===== src/rtl/alu8_seq.sv =====
// 8-bit ALU sequencer: runs one external 4-bit slice twice
// (low nibble, then high nibble) and assembles result and flags.
module alu8_seq (
  input  logic       clk,
  input  logic       reset,
  input  logic       start,
  input  logic [3:0] op_s,
  input  logic       op_m,
  input  logic [7:0] a,
  input  logic [7:0] b,
  input  logic       ci,
  output logic       busy,
  output logic       done,
  output logic [7:0] result,
  output logic       co,
  output logic       hc,
  output logic       zero,
  output logic       neg,
  output logic [3:0] sa,
  output logic [3:0] sb,
  output logic       sci,
  output logic       sm,
  output logic [3:0] ss,
  input  logic [3:0] sf,
  input  logic       sg,
  input  logic       sp
);

  typedef enum logic [1:0] {
    IDLE,
    LO,
    HI,
    DONE
  } state_t;

  state_t     state_q, state_d;
  logic [7:0] a_q, a_d;
  logic [7:0] b_q, b_d;
  logic       ci_q, ci_d;
  logic       m_q, m_d;
  logic [3:0] s_q, s_d;
  logic       c4_q, c4_d;
  logic [3:0] lo_q, lo_d;
  logic [7:0] result_q, result_d;
  logic       co_q, co_d;
  logic       hc_q, hc_d;
  logic       zero_q, zero_d;
  logic       neg_q, neg_d;
  logic [3:0] sa_w, sb_w;
  logic       sci_w;

  always_ff @(posedge clk or posedge reset) begin
    if (reset) begin
      state_q  <= IDLE;
      a_q      <= '0;
      b_q      <= '0;
      ci_q     <= 1'b0;
      m_q      <= 1'b0;
      s_q      <= '0;
      c4_q     <= 1'b0;
      lo_q     <= '0;
      result_q <= '0;
      co_q     <= 1'b0;
      hc_q     <= 1'b0;
      zero_q   <= 1'b0;
      neg_q    <= 1'b0;
    end else begin
      state_q  <= state_d;
      a_q      <= a_d;
      b_q      <= b_d;
      ci_q     <= ci_d;
      m_q      <= m_d;
      s_q      <= s_d;
      c4_q     <= c4_d;
      lo_q     <= lo_d;
      result_q <= result_d;
      co_q     <= co_d;
      hc_q     <= hc_d;
      zero_q   <= zero_d;
      neg_q    <= neg_d;
    end
  end

  always_comb begin
    state_d  = state_q;
    a_d      = a_q;
    b_d      = b_q;
    ci_d     = ci_q;
    m_d      = m_q;
    s_d      = s_q;
    c4_d     = c4_q;
    lo_d     = lo_q;
    result_d = result_q;
    co_d     = co_q;
    hc_d     = hc_q;
    zero_d   = zero_q;
    neg_d    = neg_q;
    sa_w     = '0;
    sb_w     = '0;
    sci_w    = 1'b0;
    unique case (state_q)
      IDLE: begin
        if (start) begin
          a_d     = a;
          b_d     = b;
          ci_d    = ci;
          m_d     = op_m;
          s_d     = op_s;
          state_d = LO;
        end
      end
      LO: begin
        sa_w    = a_q[3:0];
        sb_w    = b_q[3:0];
        sci_w   = ci_q & m_q;
        lo_d    = sf;
        c4_d    = m_q & (sg | (sp & sci_w));
        state_d = HI;
      end
      HI: begin
        sa_w     = a_q[7:4];
        sb_w     = b_q[7:4];
        sci_w    = c4_q;
        // Visible result and all flags move together, only here.
        result_d = {sf, lo_q};
        co_d     = m_q & (sg | (sp & c4_q));
        hc_d     = c4_q;
        zero_d   = ({sf, lo_q} == 8'h00);
        neg_d    = sf[3];
        state_d  = DONE;
      end
      DONE: begin
        state_d = IDLE;
      end
    endcase
  end

  assign busy   = (state_q != IDLE);
  assign done   = (state_q == DONE);
  assign result = result_q;
  assign co     = co_q;
  assign hc     = hc_q;
  assign zero   = zero_q;
  assign neg    = neg_q;
  assign sa     = sa_w;
  assign sb     = sb_w;
  assign sci    = sci_w;
  assign sm     = m_q;
  assign ss     = s_q;

endmodule

===== config.mk =====
export PLATFORM = sky130hd
export DESIGN_NAME = alu8_seq
export DESIGN_NICKNAME = d
export VERILOG_FILES = /design/src/rtl/alu8_seq.sv
export SDC_FILE = /design/constraint.sdc
export NUM_CORES = 1
export LEC_CHECK = 0
export CORE_MARGIN = 1
export CORE_UTILIZATION = 35
export CTS_CLUSTER_DIAMETER = 120
export CTS_CLUSTER_SIZE = 16
export DETAILED_ROUTE_END_ITERATION = 10
export PLACE_DENSITY = 0.66
export REMOVE_ABC_BUFFERS = 1
export SYNTH_ARGS = -nofsm -noshare
export SYNTH_HDL_FRONTEND = slang
export SYNTH_SLANG_ARGS = --single-unit

===== constraint.sdc =====
create_clock -name clk -period 1.3 [get_ports clk]
set_input_delay 0.26 -clock clk [delete_from_list [all_inputs] [get_ports clk]]
set_output_delay 0.26 -clock clk [all_outputs]
set_load 0.01 [all_outputs]

=== Yosys cells after proc, flatten, opt, wreduce, memory -nomap -nowiden ===
Index checks and enable logic that the tools add are counted.

* Register bits: 41
* Latch bits: 0
* RAM bits: 0
* Bits in read-only memories: 0
* Bits of input ports: 31
* Memories kept: 0

* Add/sub/neg operators: 0
* $mul: 0
* Div/mod/pow operators: 0
* $lt $le $gt $ge: 0
* Equality and inequality tests: 4
* Shift-type cells: 0
* Muxes and demuxes: 5
* Bitwise operators: 7
* Reduce and logical (&&, ||, !) cells: 4

{| class="wikitable"
|+ Operators by type and width
! operator !! count
|-
| $pmux 4 s2 || 2
|-
| $logic_not 8->1 || 1
|-
| $pmux 2 s4 || 1
|-
| $and 1x1->1 || 5
|-
| $eq 2x2->1 const B || 2
|-
| $eq 2x1->1 const B || 1
|-
| $logic_not 2->1 || 1
|-
| $mux 2 || 1
|-
| $ne 2x2->1 const B || 1
|-
| $or 1x1->1 || 2
|-
| $pmux 1 s2 || 1
|-
| $reduce_and 2->1 || 1
|-
| $reduce_bool 2->1 || 1
|}

=== Longest topological paths before layout ===
Gate-level depths: netlist of the first run.

* Depth in word-level cells: 4
* Depth in mapped cells: 5
* Depth with buffers taken out: 4

=== Least setup slack after synthesis of the first run ===
Ideal clock, no wire load.

* Path type: register to output
* Start: register state_q[0]
* End: output port sb[0]
* Data arrival time: 1.218 ns
* Data required time: 1.040 ns
* Path slack: -0.178 ns
* Stages on the path, launching flop included: 6
* Buffers on the path: 1
* Path through: dfrtp_1 inv_1 ha_1 clkbuf_1 a22oi_1 nor2b_1

* Cells in the longest elaborated chain, start to end: 2
* Elaborated cells between the ends (all ways): 3

{| class="wikitable"
|+ RTL lines
! element !! line !! source
|-
| start, declared || 36 || <nowiki>state_t state_q, state_d;</nowiki>
|-
| start signal, assigned || 68 || <nowiki>state_q <= state_d;</nowiki>
|-
| $eq 2x2->1 or $eq 2x1->1 (tied branches) || 101 || <nowiki>unique case (state_q)</nowiki>
|-
| $pmux 4 s2 (*) || 101 ||
|-
| end, declared || 20 || <nowiki>output logic [3:0] sb,</nowiki>
|}

Every way passes the cells marked *; elsewhere a longest branch is shown, timed or not.

=== Final worst setup path of the first run ===
* Start: register state_q[1]
* End: output port sci

* Cells in the longest elaborated chain, start to end: 2
* Elaborated cells between the ends (all ways): 3

{| class="wikitable"
|+ RTL lines
! element !! line !! source
|-
| $eq 2x2->1 or $eq 2x1->1 (tied branches) || 101 ||
|-
| $pmux 1 s2 (*) || 101 ||
|-
| end, declared || 21 || <nowiki>output logic sci,</nowiki>
|}

Marked as above.

==> results of run 1 <==
synthesized netlist by cell type:
master / n
dfrtp_1: 40
mux2_4: 20
mux2_2: 11
nor2b_1: 10
a22oi_1: 8
ha_1: 6
inv_1: 6
mux2_1: 5
a21oi_1: 2
buf_4: 2
buf_6: 2
nand2_1: 2
nor4_1: 2
o22ai_1: 2
a31o_2: 1
a32oi_1: 1
buf_2: 1
clkbuf_1: 1
mux2i_1: 1
nand2_2: 1
nand2b_1: 1
nor2_1: 1
layout by cell type (no fill, tap or decap), types with 3 or more instances in the layout:
cell type and n:
a22oi_2 8, buf_12 4, buf_2 10, buf_4 7
buf_6 18, bufinv_16 3, clkbuf_8 5, clkdlybuf4s50_1 30
dfrtp_1 40, dlygate4sd2_1 16, ha_4 5, inv_1 3
inv_2 3, mux2_4 36, nor2b_1 10
cell families (layout without fill, tap and decap cells):
kind of cell / after synthesis / count (layout) / synth area share, %
multiplexers: 37 / 37 / 26.74
flip-flops: 40 / 40 / 54.57
adder cells (fa/ha/maj): 6 / 6 / 4.093
AND/OR/NAND/NOR: 17 / 17 / 5.389
AO/OA/AOI/OAI: 14 / 14 / 5.457
buffers and inverters: 12 / 103 / 3.751
metrics by stage:
| stage | util, % | total power [µW] | hold WS, ps | setup WS, ps | std cells |
|---|---|---|---|---|---|
| CTS | 63.10 | 8063 | 317.4 | -491.8 | 281 |
| global placement | 53.38 | 5628 | 475.5 | -579.5 | 262 |
| detailed placement | 53.38 | 5764 | 491.8 | -608.0 | 262 |
| finish | 64.49 | 8390 | 306.6 | -513.7 | 284 |
| floorplan | - | 4063 | 391.7 | -307.0 | 120 |
| global route | 64.49 | 8812 | 327.2 | -566.4 | 284 |
flip-flops by register name, summed over array words and instances (netlist names), 2 cells and up:
name and flops:
b_q 8, state_q 2, ss 4, lo_q 4, a_q 8, result 8
power by group through the flow:
stage / registers, µW / clock network, µW / logic (µW)
after floorplan: 2300 / 0 / 1760
after global placement: 2210 / 0 / 3410
after detailed placement: 2250 / 0 / 3520
after CTS: 2300 / 1430 / 4330
after global routing: 2410 / 1490 / 4910
final: 2330 / 1410 / 4640
routing by layer:
metal  GRT usage [%]  wire [µm]
met5               0          0
met4           8.386        100
met3           5.691        267
met2           34.03       2731
met1           21.70       1950
path summary, 6_finish.rpt:
kind                       depth (start not counted)  slack (ps)         to
setup / recovery                                   6        -510        sci
hold / removal                                     3         310      ss[0]
setup reg to reg                                   7        -340     a_q[6]
hold reg to reg                                    1         510  result[5]
max in group asynchronous                          3         780         co
min in group clk                                   1         510  result[5]
critical path: stages (launching register included):
cell     delay [ps]
dfrtp_1         420
buf_6           150
ha_4            160
buf_6           130
a32oi_2         180
nor2b_1          70
buf_2           150
timing repair:
action,4_1_cts,5_1_grt
setup buffers,7,6
pin swaps,6,9
hold endpoints to repair,0,0
setup endpoints to repair,66,50
gates resized for setup,112,24
cloned,5,0
cell type report:
| cell class | instances | area, µm² |
|---|---|---|
| multi-input cells | 74 | 969.7 |
| fillers | 375 | 1733 |
| repair buffers | 89 | 910.9 |
| inverters | 6 | 22.52 |
| clock inverters | 3 | 90.09 |
| well taps | 67 | 83.83 |
| clock buffers | 5 | 68.82 |
| flip-flops and latches | 40 | 1001 |
==> results.sh, run 1 <==
export IMPL_postRouteWirelength_mm=5.050
export IMPL_placed_cell_area_um2=2605
export IMPL_die_h_um=74.39
export IMPL_post_route_cell_area_um2=3147
export IMPL_vias=1378
export IMPL_yosys_warnings=0
export IMPL_syn_inst=126
export IMPL_overflow=0
export IMPL_p_int_uw=5708
export IMPL_grt_usage_pct=19.34
export IMPL_avgSynthCellArea_um2=14.56
export IMPL_place_congestion=0.7203
export IMPL_core_um2=4880
export IMPL_ys_seq_elements=40
export IMPL_r2r_start="state_q[0]"
export IMPL_clk_pin_slew_ps=80
export IMPL_max_freq_ghz=0.5514
export IMPL_yosysTopAreaCell="dfrtp_1"
export IMPL_fin_crit_sh_pct=139.5
export IMPL_ant_nets=0
export IMPL_cts_sinks=40
export IMPL_post_dp_hpwl_mm=2.937
export IMPL_grt_pass1_wl_mm=7.645
export IMPL_finalMaxSlewViolations=0
export IMPL_ys_types=22
export IMPL_path_class="reg -> out"
export IMPL_rsz0062_at_grt="yes"
export IMPL_min_path_type="in -> async"
export IMPL_clkPwrFrac_pct=16.8
export IMPL_drc_errors=0
export IMPL_share_comb_of_total_power_pct=55.4
export IMPL_ys_seq_area_share_pct=54.57
export IMPL_hold_viol_final=0
export IMPL_clock_skew_ps=8.366
export IMPL_final_nets=253
export IMPL_maxCapViolCount=0
export IMPL_cp_end_kind="output pin"
export IMPL_failed_checks="negative setup slack"
export IMPL_synth_top_area_share_pct=54.57
export IMPL_seqPwrFrac_pct=27.8
export IMPL_finalCriticalPeriod_ps=1814
export IMPL_grt_start_max_net_pins=41
export IMPL_start_util_pct=37.59
export IMPL_antenna_cells=0
export IMPL_design_die_area_um2=5534
export IMPL_ir_drop_mv=1.255
export IMPL_p_sw_share_pct=31.96
export IMPL_io_pins=59
export IMPL_routedWlPerCell_um=17.78
export IMPL_cts_tree="built"
export IMPL_status="finished with violations"
export IMPL_startpoint="state_q[1]"
export IMPL_arrival_ps=1550
export IMPL_drive_above_1_share_pct=50.23
export IMPL_cts_max_path_buffers=2
export IMPL_power_density_nw_per_um2=2666
export IMPL_die_w_um=74.39
export IMPL_io_buffers=58
export IMPL_cts_hold_fix_buffers=0
export IMPL_critPathMaxFanout=4
export IMPL_synthTopCellsByArea="dfrtp_1, mux2_4, mux2_2"
export IMPL_setup_tns_ps=-11730
export IMPL_setup_slack_ps=-513.7
export IMPL_finalSetupViolations=46
export IMPL_row_count=25
export IMPL_grt_pass1_vias=1501
export IMPL_cts_root_buf="clkbuf_8"
export IMPL_antenna_found_initial=0
export IMPL_cts_buffers_inserted=5
export IMPL_area_growth_pct=71.56
export IMPL_insertion_delay_ps=300
export IMPL_vias_per_cell=4.852
export IMPL_p_leak_uw=0.001502
export IMPL_start_kind="register"
export IMPL_worstMarginPinSlew_ps=224.7
export IMPL_first_pass_iters=4
export IMPL_slew_headroom_pct=84.88
export IMPL_drt_initial_drc_count=49
export IMPL_htreeDepth=2
export IMPL_cp_data_required_time_ps=1040
export IMPL_synthesis_area_um2=1834
export IMPL_p_switching_uw=2682
No activity file was read; power rests on OpenSTA's default activity.
==> inputs of run 2 (changes only) <==
ABC_CLOCK_PERIOD_IN_PS = 1300   (was not set)
==> results of run 2 <==
Final layout, timing and power as in run 1 (identical DEF).
==> inputs of run 3 (changes only) <==
PLACE_DENSITY = 0.65   (was 0.66)
==> run 3 against run 2 <==
The run still ends with negative setup slack left; combinational power increased by 7.8%; register-to-register slack better by 150 ps; sequential power barely moved; global-route usage hardly changed; wire length down 5.7%; cell count grew 5.6%; design area up 1.4%; hold slack improved by 0.97 ps; critical endpoint is now sa[1].
==> results.sh, run 3 (synthesis results as in run 1) <==
export IMPL_status="finished with violations"
export IMPL_failed_checks="negative setup slack"
export IMPL_cts_hold_fix_buffers=0
export IMPL_cp_end_kind="output pin"
export IMPL_design_die_area_um2=5534
export IMPL_p_sw_share_pct=32.71
export IMPL_fillers=378
export IMPL_area_growth_pct=73.94
export IMPL_path_cells="buf_6, ha_4, buf_6, a22oi_2, nor2b_1, buf_2"
export IMPL_row_count=25
export IMPL_r2r_cells=6
export IMPL_crit_slowest_cell="dfrtp_1"
export IMPL_place_congestion=0.7993
export IMPL_cts_max_path_buffers=2
export IMPL_io_buffers=58
export IMPL_htreeDepth=2
export IMPL_vias=1409
export IMPL_antenna_cells=0
export IMPL_grt_usage_pct=19.37
export IMPL_grt_pass1_vias=1524
export IMPL_place_ws_ps=-675.4
export IMPL_finalSetupViolations=48
export IMPL_drive_above_1_share_pct=52.79
export IMPL_finalCriticalPeriod_ps=1786
export IMPL_arrival_ps=1530
export IMPL_antenna_found_initial=0
export IMPL_routedWlPerCell_um=15.87
export IMPL_setup_tns_ps=-10450
export IMPL_die_h_um=74.39
export IMPL_worstMarginPinSlew_ps=265.6
export IMPL_p_leak_uw=0.001534
export IMPL_hold_viol_final=0
export IMPL_final_nets=270
export IMPL_cp_data_required_time_ps=1040
export IMPL_drt_initial_drc_count=54
export IMPL_grt_start_max_net_pins=22
export IMPL_r2r_setup_slack_ps=-190
export IMPL_ir_drop_mv=1.039
export IMPL_die_w_um=74.39
export IMPL_p_switching_uw=2645
export IMPL_critical_path_buf_inv_count=3
export IMPL_critPathMaxFanout=6
export IMPL_insertion_delay_ps=290
export IMPL_share_comb_of_total_power_pct=61.9
export IMPL_seqPwrFrac_pct=28.5
export IMPL_crit_top_cell="buf_6"
export IMPL_min_path_type="in -> async"
export IMPL_rsz0062_at_grt="yes"
export IMPL_grt_pass1_wl_mm=7.728
export IMPL_max_freq_ghz=0.5598
export IMPL_reg2reg_to="b_q[2]"
export IMPL_p_int_uw=5441
export IMPL_clkPwrFrac_pct=9.6
export IMPL_setup_slack_ps=-486.3
export IMPL_start_util_pct=37.59
export IMPL_core_um2=4880
export IMPL_path_class="reg -> out"
export IMPL_ant_nets=0
export IMPL_first_pass_iters=3
export IMPL_io_pins=59
export IMPL_drc_errors=0
export IMPL_numPlacedInstances=279
export IMPL_final_cell_mix="dfrtp_1, mux2_4, clkdlybuf4s50_1"
export IMPL_power_density_nw_per_um2=2534
export IMPL_cp_slowest_stage_delay_ps=430
export IMPL_cts_buffers_inserted=5
export IMPL_r2r_start="state_q[1]"
export IMPL_cts_root_buf="clkbuf_8"
export IMPL_post_dp_hpwl_mm=3.057
export IMPL_fin_crit_sh_pct=137.4
export IMPL_maxCapViolCount=0
export IMPL_critPathTopFamily="flip-flops"
export IMPL_slew_headroom_pct=82.29
export IMPL_vias_per_cell=4.697
export IMPL_total_power_uw=8086
export IMPL_start_kind="register"
export IMPL_cts_tree="built"
export IMPL_postRouteWirelength_mm=4.761
export IMPL_clk_pin_slew_ps=80
export IMPL_overflow=0
export IMPL_clock_skew_ps=6.667
export IMPL_final_common_cell="dfrtp_1"
export IMPL_finalHoldWorstSlack_ps=307.6
export IMPL_final_cells=300
export IMPL_finalMaxSlewViolations=0
export IMPL_cts_sinks=40
run 3: final cells by class:
type	count	area, µm²	share of cell area, %
clock buffer	6	72.57	2.275
clock inverter	1	5.005	0.1569
inverter	6	25.02	0.7843
multi-input combinational	74	948.4	29.73
sequential	40	1001	31.37
tap	67	83.83	2.627
timing repair buffer	106	1055	33.06
run 3: metrics by stage:
stage	util [%]	instance area, µm²
after floorplan	-	1788
after global placement	55.74	2720
after detailed placement	55.74	2720
after CTS	65.00	3172
after global routing	65.38	3191
final	65.38	3191
run 3: how the worst max path moves through the flow:
stage	depth (start not counted)	startpoint	slack, ps	end
4_1_cts	6	state_q[1]	-460	sb[3]
6_report	6	state_q[0]	-490	sa[1]
3_5_place_dp	4	state_q[1]	-680	sb[1]
2_1_floorplan	4	state_q[0]	-310	b_q[6]
5_1_grt	6	state_q[0]	-530	sa[0]
3_3_place_gp	6	state_q[0]	-590	sa[3]
run 3: metal layers:
layer | vias to the layer above | global-route usage [%] | wire length (µm)
met4 | 0 | 9.644 | 143
met3 | 12 | 4.065 | 226
li1 | 654 | - | -
met5 | - | 0 | 0
met1 | 695 | 22.61 | 1897
met2 | 48 | 33.63 | 2493
run 3: timing repair:
item | CTS | global route
endpoints found under the hold margin | 0 | 0
setup endpoints to repair | 65 | 49
setup buffers | 10 | 1
pin swaps | 10 | 3
resized for setup | 124 | 5
cloned | 4 | 0
run 3: power by group through the flow:
stage               clock, µW  sequential, µW  combinational (µW)
floorplan                   0            2300                1760
global placement            0            2210                3780
detailed placement          0            2250                3900
CTS                       798            2290                4940
global route              849            2380                5320
finish                    776            2310                5000
run 3: worst register-to-register path, stage by stage, from the launching register on:
cell and delay, ps:
dfrtp_1 410, inv_2 130, ha_4 190, nand2_8 60
buf_12 140, buf_16 140, mux2_4 290
